$ cat config.mk
export PLATFORM = sky130hd
export DESIGN_NAME = l2_switch_fabric
export DESIGN_NICKNAME = d
export VERILOG_FILES = /design/src/rtl/l2_switch_fabric.sv
export SDC_FILE = /design/constraint.sdc
export NUM_CORES = 1
export LEC_CHECK = 0
export CAP_MARGIN = 20
export CORE_ASPECT_RATIO = 1.2
export CORE_MARGIN = 3
export CORE_UTILIZATION = 53
export CTS_BUF_LIST = sky130_fd_sc_hd__clkbuf_4
export CTS_CLUSTER_DIAMETER = 100
export DETAILED_ROUTE_END_ITERATION = 10
export MAX_ROUTING_LAYER = met4
export PLACE_DENSITY = 0.8
export SLEW_MARGIN = 10
export SYNTH_ARGS = -nofsm -noshare
export SYNTH_HDL_FRONTEND = slang
export SYNTH_SLANG_ARGS = --single-unit
$ cat constraint.sdc
create_clock -name FPGA_CLK -period 4.15 [get_ports FPGA_CLK]
set_clock_uncertainty 0.15 [all_clocks]
set_input_delay 0.6225 -clock FPGA_CLK [delete_from_list [all_inputs] [get_ports FPGA_CLK]]
set_output_delay 0.6225 -clock FPGA_CLK [all_outputs]
set_load 0.03 [all_outputs]
$ cat src/rtl/l2_switch_fabric.sv
// N-port layer-2 switching core: round-robin accept, learn/lookup stage, registered egress.
// Optional entry aging is compiled in with `define L2SW_AGING_EN.
module l2_switch_fabric #(
    parameter int N_PORTS     = 4,
    parameter int ADDR_W      = 4,
    parameter int PAYLOAD_W   = 4,
    parameter int TABLE_DEPTH = 4,
    parameter int AGE_PERIOD  = 1024
) (
    input  logic                                       FPGA_CLK,
    input  logic                                       FPGA_RST_BTN,
    input  logic [N_PORTS-1:0]                         in_valid,
    input  logic [N_PORTS*(2*ADDR_W+PAYLOAD_W)-1:0]    in_frame,
    output logic [N_PORTS-1:0]                         in_ready,
    output logic [N_PORTS-1:0]                         out_valid,
    output logic [(2*ADDR_W+PAYLOAD_W)-1:0]            out_frame,
    output logic [7:0]                                 drop_cnt,
    output logic                                       table_full
);

    localparam int FRAME_W = 2*ADDR_W + PAYLOAD_W;
    localparam int PW      = (N_PORTS > 1) ? $clog2(N_PORTS) : 1;
    localparam int CW      = PW + 1;
    localparam int TW      = (TABLE_DEPTH > 1) ? $clog2(TABLE_DEPTH) : 1;
    localparam logic [ADDR_W-1:0] BCAST = {ADDR_W{1'b1}};

    // stage 0: round-robin grant
    logic [PW-1:0]       rr_ptr_q, rr_ptr_d;
    logic [PW-1:0]       grant_idx;
    logic [CW-1:0]       rr_cand;
    logic                grant_found;
    logic [N_PORTS-1:0]  grant_oh;
    logic [FRAME_W-1:0]  grant_frame;

    // stage 1 registers
    logic                s1_valid_q, s1_valid_d;
    logic [FRAME_W-1:0]  s1_frame_q, s1_frame_d;
    logic [PW-1:0]       s1_port_q, s1_port_d;

    // learning table
    logic [TABLE_DEPTH-1:0] tbl_valid_q, tbl_valid_d;
    logic [ADDR_W-1:0]      tbl_addr_q [TABLE_DEPTH];
    logic [ADDR_W-1:0]      tbl_addr_d [TABLE_DEPTH];
    logic [PW-1:0]          tbl_port_q [TABLE_DEPTH];
    logic [PW-1:0]          tbl_port_d [TABLE_DEPTH];
    logic [TW-1:0]          repl_ptr_q, repl_ptr_d;

    // stage 1 combinational results
    logic [ADDR_W-1:0]   s1_dst, s1_src;
    logic                dst_hit, src_hit, free_found, learn_en, drop;
    logic [PW-1:0]       dst_port;
    logic [TW-1:0]       src_idx, free_idx, learn_idx;
    logic [N_PORTS-1:0]  ingress_oh, dst_oh, fwd_mask;

    // stage 2 registers
    logic [N_PORTS-1:0]  out_valid_q, out_valid_d;
    logic [FRAME_W-1:0]  out_frame_q, out_frame_d;
    logic [7:0]          drop_cnt_q, drop_cnt_d;

    always_comb begin
        grant_found = 1'b0;
        grant_idx   = '0;
        rr_cand     = '0;
        for (int k = 0; k < N_PORTS; k++) begin
            rr_cand = {1'b0, rr_ptr_q} + CW'(k);
            if (rr_cand >= CW'(N_PORTS))
                rr_cand = rr_cand - CW'(N_PORTS);
            if (!grant_found && in_valid[rr_cand[PW-1:0]]) begin
                grant_found = 1'b1;
                grant_idx   = rr_cand[PW-1:0];
            end
        end
    end

    always_comb begin
        grant_oh    = '0;
        grant_frame = '0;
        for (int k = 0; k < N_PORTS; k++) begin
            if (grant_idx == PW'(k)) begin
                grant_frame = in_frame[k*FRAME_W +: FRAME_W];
                grant_oh[k] = grant_found;
            end
        end
    end

    // grant is suppressed while reset is held so no source sees a false accept
    assign in_ready = FPGA_RST_BTN ? grant_oh : '0;

    always_comb begin
        rr_ptr_d   = rr_ptr_q;
        s1_valid_d = grant_found;
        s1_frame_d = s1_frame_q;
        s1_port_d  = s1_port_q;
        if (grant_found) begin
            rr_ptr_d   = (grant_idx == PW'(N_PORTS-1)) ? '0 : grant_idx + PW'(1);
            s1_frame_d = grant_frame;
            s1_port_d  = grant_idx;
        end
    end

    assign s1_dst = s1_frame_q[FRAME_W-1 -: ADDR_W];
    assign s1_src = s1_frame_q[FRAME_W-ADDR_W-1 -: ADDR_W];

    always_comb begin
        dst_hit    = 1'b0;
        dst_port   = '0;
        src_hit    = 1'b0;
        src_idx    = '0;
        free_found = 1'b0;
        free_idx   = '0;
        for (int e = 0; e < TABLE_DEPTH; e++) begin
            if (tbl_valid_q[e]) begin
                if (!dst_hit && tbl_addr_q[e] == s1_dst) begin
                    dst_hit  = 1'b1;
                    dst_port = tbl_port_q[e];
                end
                if (!src_hit && tbl_addr_q[e] == s1_src) begin
                    src_hit = 1'b1;
                    src_idx = TW'(e);
                end
            end else if (!free_found) begin
                free_found = 1'b1;
                free_idx   = TW'(e);
            end
        end
    end

    always_comb begin
        ingress_oh = '0;
        dst_oh     = '0;
        for (int k = 0; k < N_PORTS; k++) begin
            ingress_oh[k] = (s1_port_q == PW'(k));
            dst_oh[k]     = (dst_port == PW'(k));
        end
    end

    always_comb begin
        fwd_mask = '0;
        drop     = 1'b0;
        if (s1_valid_q) begin
            if (s1_dst == BCAST || !dst_hit)
                fwd_mask = ~ingress_oh;
            else if (dst_port == s1_port_q)
                drop = 1'b1;
            else
                fwd_mask = dst_oh;
        end
    end

    assign learn_en  = s1_valid_q && (s1_src != BCAST);
    assign learn_idx = src_hit ? src_idx : (free_found ? free_idx : repl_ptr_q);

`ifdef L2SW_AGING_EN
    localparam int ACW = (AGE_PERIOD > 1) ? $clog2(AGE_PERIOD) : 1;

    logic [ACW-1:0] age_cnt_q, age_cnt_d;
    logic           age_tick;
    logic [1:0]     tbl_age_q [TABLE_DEPTH];
    logic [1:0]     tbl_age_d [TABLE_DEPTH];

    assign age_tick  = (age_cnt_q == '0);
    assign age_cnt_d = age_tick ? ACW'(AGE_PERIOD-1) : age_cnt_q - ACW'(1);

    always_ff @(posedge FPGA_CLK or negedge FPGA_RST_BTN) begin
        if (!FPGA_RST_BTN) begin
            age_cnt_q <= ACW'(AGE_PERIOD-1);
            for (int e = 0; e < TABLE_DEPTH; e++)
                tbl_age_q[e] <= '0;
        end else begin
            age_cnt_q <= age_cnt_d;
            tbl_age_q <= tbl_age_d;
        end
    end
`else
    // the aging period is only meaningful when aging is compiled in
    logic unused_age_cfg;
    assign unused_age_cfg = ^AGE_PERIOD;
`endif

    always_comb begin
        tbl_valid_d = tbl_valid_q;
        tbl_addr_d  = tbl_addr_q;
        tbl_port_d  = tbl_port_q;
        repl_ptr_d  = repl_ptr_q;
`ifdef L2SW_AGING_EN
        tbl_age_d   = tbl_age_q;
        if (age_tick) begin
            for (int e = 0; e < TABLE_DEPTH; e++) begin
                if (tbl_valid_q[e]) begin
                    if (tbl_age_q[e] == 2'd2) begin
                        tbl_valid_d[e] = 1'b0;
                        tbl_age_d[e]   = 2'd0;
                    end else begin
                        tbl_age_d[e] = tbl_age_q[e] + 2'd1;
                    end
                end
            end
        end
`endif
        // learn is applied after aging so a same-cycle refresh wins
        if (learn_en) begin
            tbl_valid_d[learn_idx] = 1'b1;
            tbl_addr_d[learn_idx]  = s1_src;
            tbl_port_d[learn_idx]  = s1_port_q;
`ifdef L2SW_AGING_EN
            tbl_age_d[learn_idx]   = 2'd0;
`endif
            if (!src_hit && !free_found)
                repl_ptr_d = (repl_ptr_q == TW'(TABLE_DEPTH-1)) ? '0 : repl_ptr_q + TW'(1);
        end
    end

    always_comb begin
        out_valid_d = fwd_mask;
        out_frame_d = (|fwd_mask) ? s1_frame_q : out_frame_q;
        drop_cnt_d  = drop_cnt_q;
        if (drop && drop_cnt_q != 8'hFF)
            drop_cnt_d = drop_cnt_q + 8'd1;
    end

    always_ff @(posedge FPGA_CLK or negedge FPGA_RST_BTN) begin
        if (!FPGA_RST_BTN) begin
            rr_ptr_q    <= '0;
            s1_valid_q  <= 1'b0;
            s1_frame_q  <= '0;
            s1_port_q   <= '0;
            tbl_valid_q <= '0;
            repl_ptr_q  <= '0;
            for (int e = 0; e < TABLE_DEPTH; e++) begin
                tbl_addr_q[e] <= '0;
                tbl_port_q[e] <= '0;
            end
            out_valid_q <= '0;
            out_frame_q <= '0;
            drop_cnt_q  <= '0;
        end else begin
            rr_ptr_q    <= rr_ptr_d;
            s1_valid_q  <= s1_valid_d;
            s1_frame_q  <= s1_frame_d;
            s1_port_q   <= s1_port_d;
            tbl_valid_q <= tbl_valid_d;
            tbl_addr_q  <= tbl_addr_d;
            tbl_port_q  <= tbl_port_d;
            repl_ptr_q  <= repl_ptr_d;
            out_valid_q <= out_valid_d;
            out_frame_q <= out_frame_d;
            drop_cnt_q  <= drop_cnt_d;
        end
    end

    assign out_valid  = out_valid_q;
    assign out_frame  = out_frame_q;
    assign drop_cnt   = drop_cnt_q;
    assign table_full = &tbl_valid_q;

endmodule

Word level (Yosys, flattened, before mapping)
Index checks and enable logic that the tools add are counted.
{ "word_totals": {"input_bits": 54, "out_inout_bits": 29, "register_bits": 71, "word_cells": 184} }
{ "op_classes": {"n_mux": 87, "eq_ne": 22, "order_cmp": 12, "bitwise": 3, "n_addsub": 10, "n_reduce_logical": 33} }
{ "op_table": {"columns": ["cell", "count"], "rows": [
  ["2-bit two-way mux", 29],
  ["12-bit two-way mux", 4],
  ["1-bit two-way mux", 40],
  ["4-bit == test", 8],
  ["4-bit two-way mux", 5],
  ["16-bit bitwise mux", 1],
  ["2-bit by 3-bit less-than comparator with 1-bit output (second input constant)", 5],
  ["2-bit == test (second input constant)", 7],
  ["1-bit logical AND", 14],
  ["3-bit greater-or-equal comparator (second input constant)", 4],
  ["1-bit zero test", 12],
  ["8-bit by 1-bit adder with 8-bit output (second input constant)", 1],
  ["1-bit binary-select mux with 2-bit select", 4],
  ["8-bit bitwise mux", 1],
  ["4-bit demux with 2-bit select", 1],
  ["8-bit != test (second input constant)", 1],
  ["2-bit by 1-bit subtractor with 2-bit output (second input constant)", 4],
  ["2-bit by 2-bit adder with 3-bit output (second input constant)", 2],
  ["2-bit by 1-bit == test with 1-bit output (second input constant)", 3],
  ["2-bit zero test", 3],
  ["2-bit by 1-bit adder with 2-bit output (second input constant)", 2],
  ["2-bit demux with 2-bit select", 1],
  ["4-bit == test (second input constant)", 1],
  ["4-bit != test (second input constant)", 1],
  ["13 further kinds", 13]
]} }

Longest topological paths before layout
{ "depth": {"ltp_word": 22, "mapped_depth": 15, "ltp_nobuf": 14} }

Worst setup path after synthesis
OpenSTA, ideal clock, no wires.
{ "synth_timing": {"kind": "input to output", "start": "input in_valid[0]", "end": "output in_ready[2]", "arrival_ps": 3063, "required_time_ps": 3377, "cell_stages": 8, "path_buffers": 2, "setup_slack_ps": 315, "path_cell_list": "nor4_1 > clkinv_1 > and2_1 > inv_1 > ha_1 > clkbuf_1 > clkbuf_1 > and3_1"} }
{ "synth_rtl": {"columns": ["item", "line", "text"], "rows": [
  ["start: declaration", "12", "input logic [N_PORTS-1:0] in_valid,"],
  ["1-bit binary-select mux with 2-bit select", "68", "if (!grant_found && in_valid[rr_cand[PW-1:0]]) begin"],
  ["1-bit two-way mux (implied by the code)", "68", null],
  ["1-bit two-way mux", "68", null],
  ["1-bit zero test", "68", null],
  ["1-bit logical AND", "68", null],
  ["1-bit two-way mux", "68", null],
  ["1-bit zero test", "68", null],
  ["1-bit logical AND", "68", null],
  ["1-bit two-way mux", "68", null],
  ["1-bit zero test", "68", null],
  ["1-bit logical AND", "68", null],
  ["1-bit two-way mux (*)", "68", null],
  ["via grant_found", "31", "logic grant_found;"],
  ["1-bit two-way mux (*)", "79", "if (grant_idx == PW'(k)) begin"],
  ["4-bit two-way mux (*)", "87", "assign in_ready = FPGA_RST_BTN ? grant_oh : '0;"],
  ["end: declaration", "14", "output logic [N_PORTS-1:0] in_ready,"]
]} }
Mark *: on every way through the listed nets, which the timed path passes. The rest lies on a longest branch. The select of a mux whose other input is x is not followed.

Final worst setup path
{ "layout_timing": {"start": "input in_valid[0]", "end": "output in_ready[1]"} }
Same word-level chain as after synthesis.

==> run summary <==
Status = complete, no violations
Power Density = 924 nW/µm²
Clock Pin Slew Worst Setup and Hold Paths = 0.10 ns
Final Core Density = 0.715
Max Slew Vio Count = 0
Routed WL = 8620 µm
Initial antenna violation count = 0
Area of the multi-input gates = 1930 µm²
Final net count = 525
Fillers = 535
Initial drt markers = 162
Max clock buf depth = 2
Post-CTS sizing = 0
# diodes = 0
Wire per inst = 15.5 µm
Ys flop type = dfrtp_1
Startpoint Class = primary input
Max IR drop VDD = 0.540 mV
Core ar. = 6940 µm²
Starting Density = 0.555
Worst Path Arrival = 3.02 ns
Total grt overflow = 0
Clock Sinks = 71
Antenna Nets Post-Route = 0
Layout cells sized above 1 = 0.140
Number of synthesized register bits = 71
Die W = 83.8 µm
Commonest non-fill, non-tap cell in the layout = clkdlybuf4s50_1
Hold Fails Final Rpt = 0
DR pass1 iterations = 4
All-Layer GR Usage = 0.226
CP endpoint kind = primary output
CTS tree = done
Largest net degree at the start of global routing = 70
Post-synthesis sequential area ratio = 0.462
CTS H-tree lvls = 3
Site Rows = 33
CP Class = primary input to primary output
Period utilization = 0.914
Buffers on Ports = 82
Vias per inst = 5.61
Layout area overhead = 29.0%
I/O pin count = 83
Share of flip-flops with an asynchronous set or reset = 1.00
Post-Syn Area per Cell = 10.1 µm²
Max Cap Violations = 0
Post-layout min period = 3.79 ns
Die height = 99.3 µm
TritonCTS Buffers = 9
Unrepaired setup endpoints after global routing = no
Synthesized area = 3850 µm²
Mapped Cells = 382
Final-report setup violation count = 0
Via Count = 3,124
Worst slew margin = 0.439
Warnings from Yosys = 0
First-pass GRT wire length = 14,600 µm
Clk Latency, worst-skew pair = 0.41 ns
Routability Congestion = 0.897
Required time worst endpoint = 3.38 ns
Detail Placement HPWL = 6550 µm
Die area = 8320 µm²
Slew @ Worst Pin = 0.842 ns
CTS root buf = clkbuf_4
Top achievable clock speed = 264 MHz
Setup TNS Final = 0 ns
Seq. cell area = 1780 µm²
Hold Path Class = register to register
CP Max Fanout = 10
Distinct cells, synth = 54
Vias in the first global route = 3,143
Leak = 2.18 nW
Post-synth EDFFs = 0
Syn nets = 442
Most frequent cells in the layout = clkdlybuf4s50_1 (79), dfrtp_1 (71), nor2_1 (36)
DRC violations left = 0
## cell type report
cell class                      count  area share
Clock buffer                        9      0.0136
Sequential cell                    71       0.358
Tap cell                           87      0.0219
Clock inverter                      7      0.0272
Multi-Input combinational cell    275       0.390
Timing Repair Buffer               90       0.176
Inverter                           18      0.0136
## worst max-delay path, cell delays in order
cell and delay (ns):
clkdlybuf4s50_1 0.50, nor4_2 0.37, clkinv_1 0.29, and2_1 0.25, ha_1 0.21, and3_1 0.17
clkdlybuf4s50_1 0.60
## per-layer routing
metal / wire [µm] / share of wire / GRT usage / vias up
li1: - / - / - / 1523
met1: 3660 / 0.42 / 0.268 / 1494
met2: 4400 / 0.51 / 0.381 / 93
met3: 365 / 0.042 / 0.0414 / 14
met4: 186 / 0.022 / 0.0928 / 0
met5: 0 / 0 / - / -
## kinds of logic after synthesis
| kind of cell | share of synthesized area |
|---|---|
| and+or+nand+nor | 0.143 |
| AOI/OAI and AO/OA | 0.148 |
| xor gates and xnor gates | 0.0725 |
| muxes | 0.117 |
| adders and majority gates | 0.0195 |
| buffers and inverters | 0.0374 |
| DFF | 0.462 |
## metrics by stage
| stage | power (mW) | worst slack, ns | instances | instance area [µm²] | hold slack (ns) |
|---|---|---|---|---|---|
| after floorplan | 3.30 | 0.315 | 382 | 3850 | 0.177 |
| after global placement | 3.92 | 0.468 | 540 | 4750 | 0.305 |
| after detailed placement | 4.00 | 0.305 | 540 | 4750 | 0.309 |
| after CTS | 4.62 | 0.357 | 557 | 4960 | 0.341 |
| after global routing | 4.95 | 0.271 | 557 | 4960 | 0.376 |
| final | 4.59 | 0.357 | 557 | 4960 | 0.333 |
## synthesized netlist by cell type, types with 2 or more instances
library cell  instances  area share
nor2_1               36       0.035
nand2b_1              6      0.0098
xor2_1               19       0.043
nor2b_1               4      0.0065
clkbuf_1             13       0.013
a211oi_1              3      0.0059
buf_2                 4      0.0052
a22oi_1              13       0.025
a21oi_1              30       0.039
nor4_1                6      0.0098
and3_1                6      0.0098
inv_2                 2      0.0020
nand4_1               5      0.0081
o22ai_1               2      0.0033
inv_1                15       0.015
dfrtp_1              71        0.46
nand2_1              26       0.025
ha_1                  6       0.020
mux2_2               25       0.073
nor3_1                9       0.012
o221a_2               2      0.0059
nand3_1               5      0.0065
and2_1                2      0.0033
mux2_1               13       0.038
xnor2_1              11       0.025
o21ai_0              20       0.026
## state kept, by name, indices dropped and copies added (netlist names)
signal	flops
rr_ptr_q	2
tbl_valid_q	4
s1_frame_q	12
s1_port_q	2
s1_valid_q	1
drop_cnt	8
out_frame	12
tbl_addr_q	16
out_valid	4
tbl_port_q	8
repl_ptr_q	2
## path summary, 6_finish.rpt
kind / end / cells past startpoint / start / slack (ns)
setup reg to reg: out_frame[9] / 8 / s1_frame_q[10] / 0.74
min in group asynchronous: rr_ptr_q[0] / 2 / FPGA_RST_BTN / 0.44
hold / removal: s1_frame_q[1] / 2 / s1_frame_q[1] / 0.33
setup / recovery: in_ready[1] / 7 / in_valid[0] / 0.36
max in group asynchronous: out_frame[9] / 3 / FPGA_RST_BTN / 2.34
hold reg to reg: s1_frame_q[1] / 2 / s1_frame_q[1] / 0.33
## repair_timing
item                                   4_1_cts  5_1_grt
endpoints found under the hold margin        2        0
buffers inserted                             0        0
hold buffers                                 1        0
## power breakdown
| group | total [mW] | internal [mW] | switching, mW |
|---|---|---|---|
| Sequential | 1.32 | 1.00 | 0.318 |
| Clock | 0.603 | 0.362 | 0.242 |
| Combinational | 2.66 | 1.29 | 1.38 |
No activity file was read; power rests on OpenSTA's default activity.
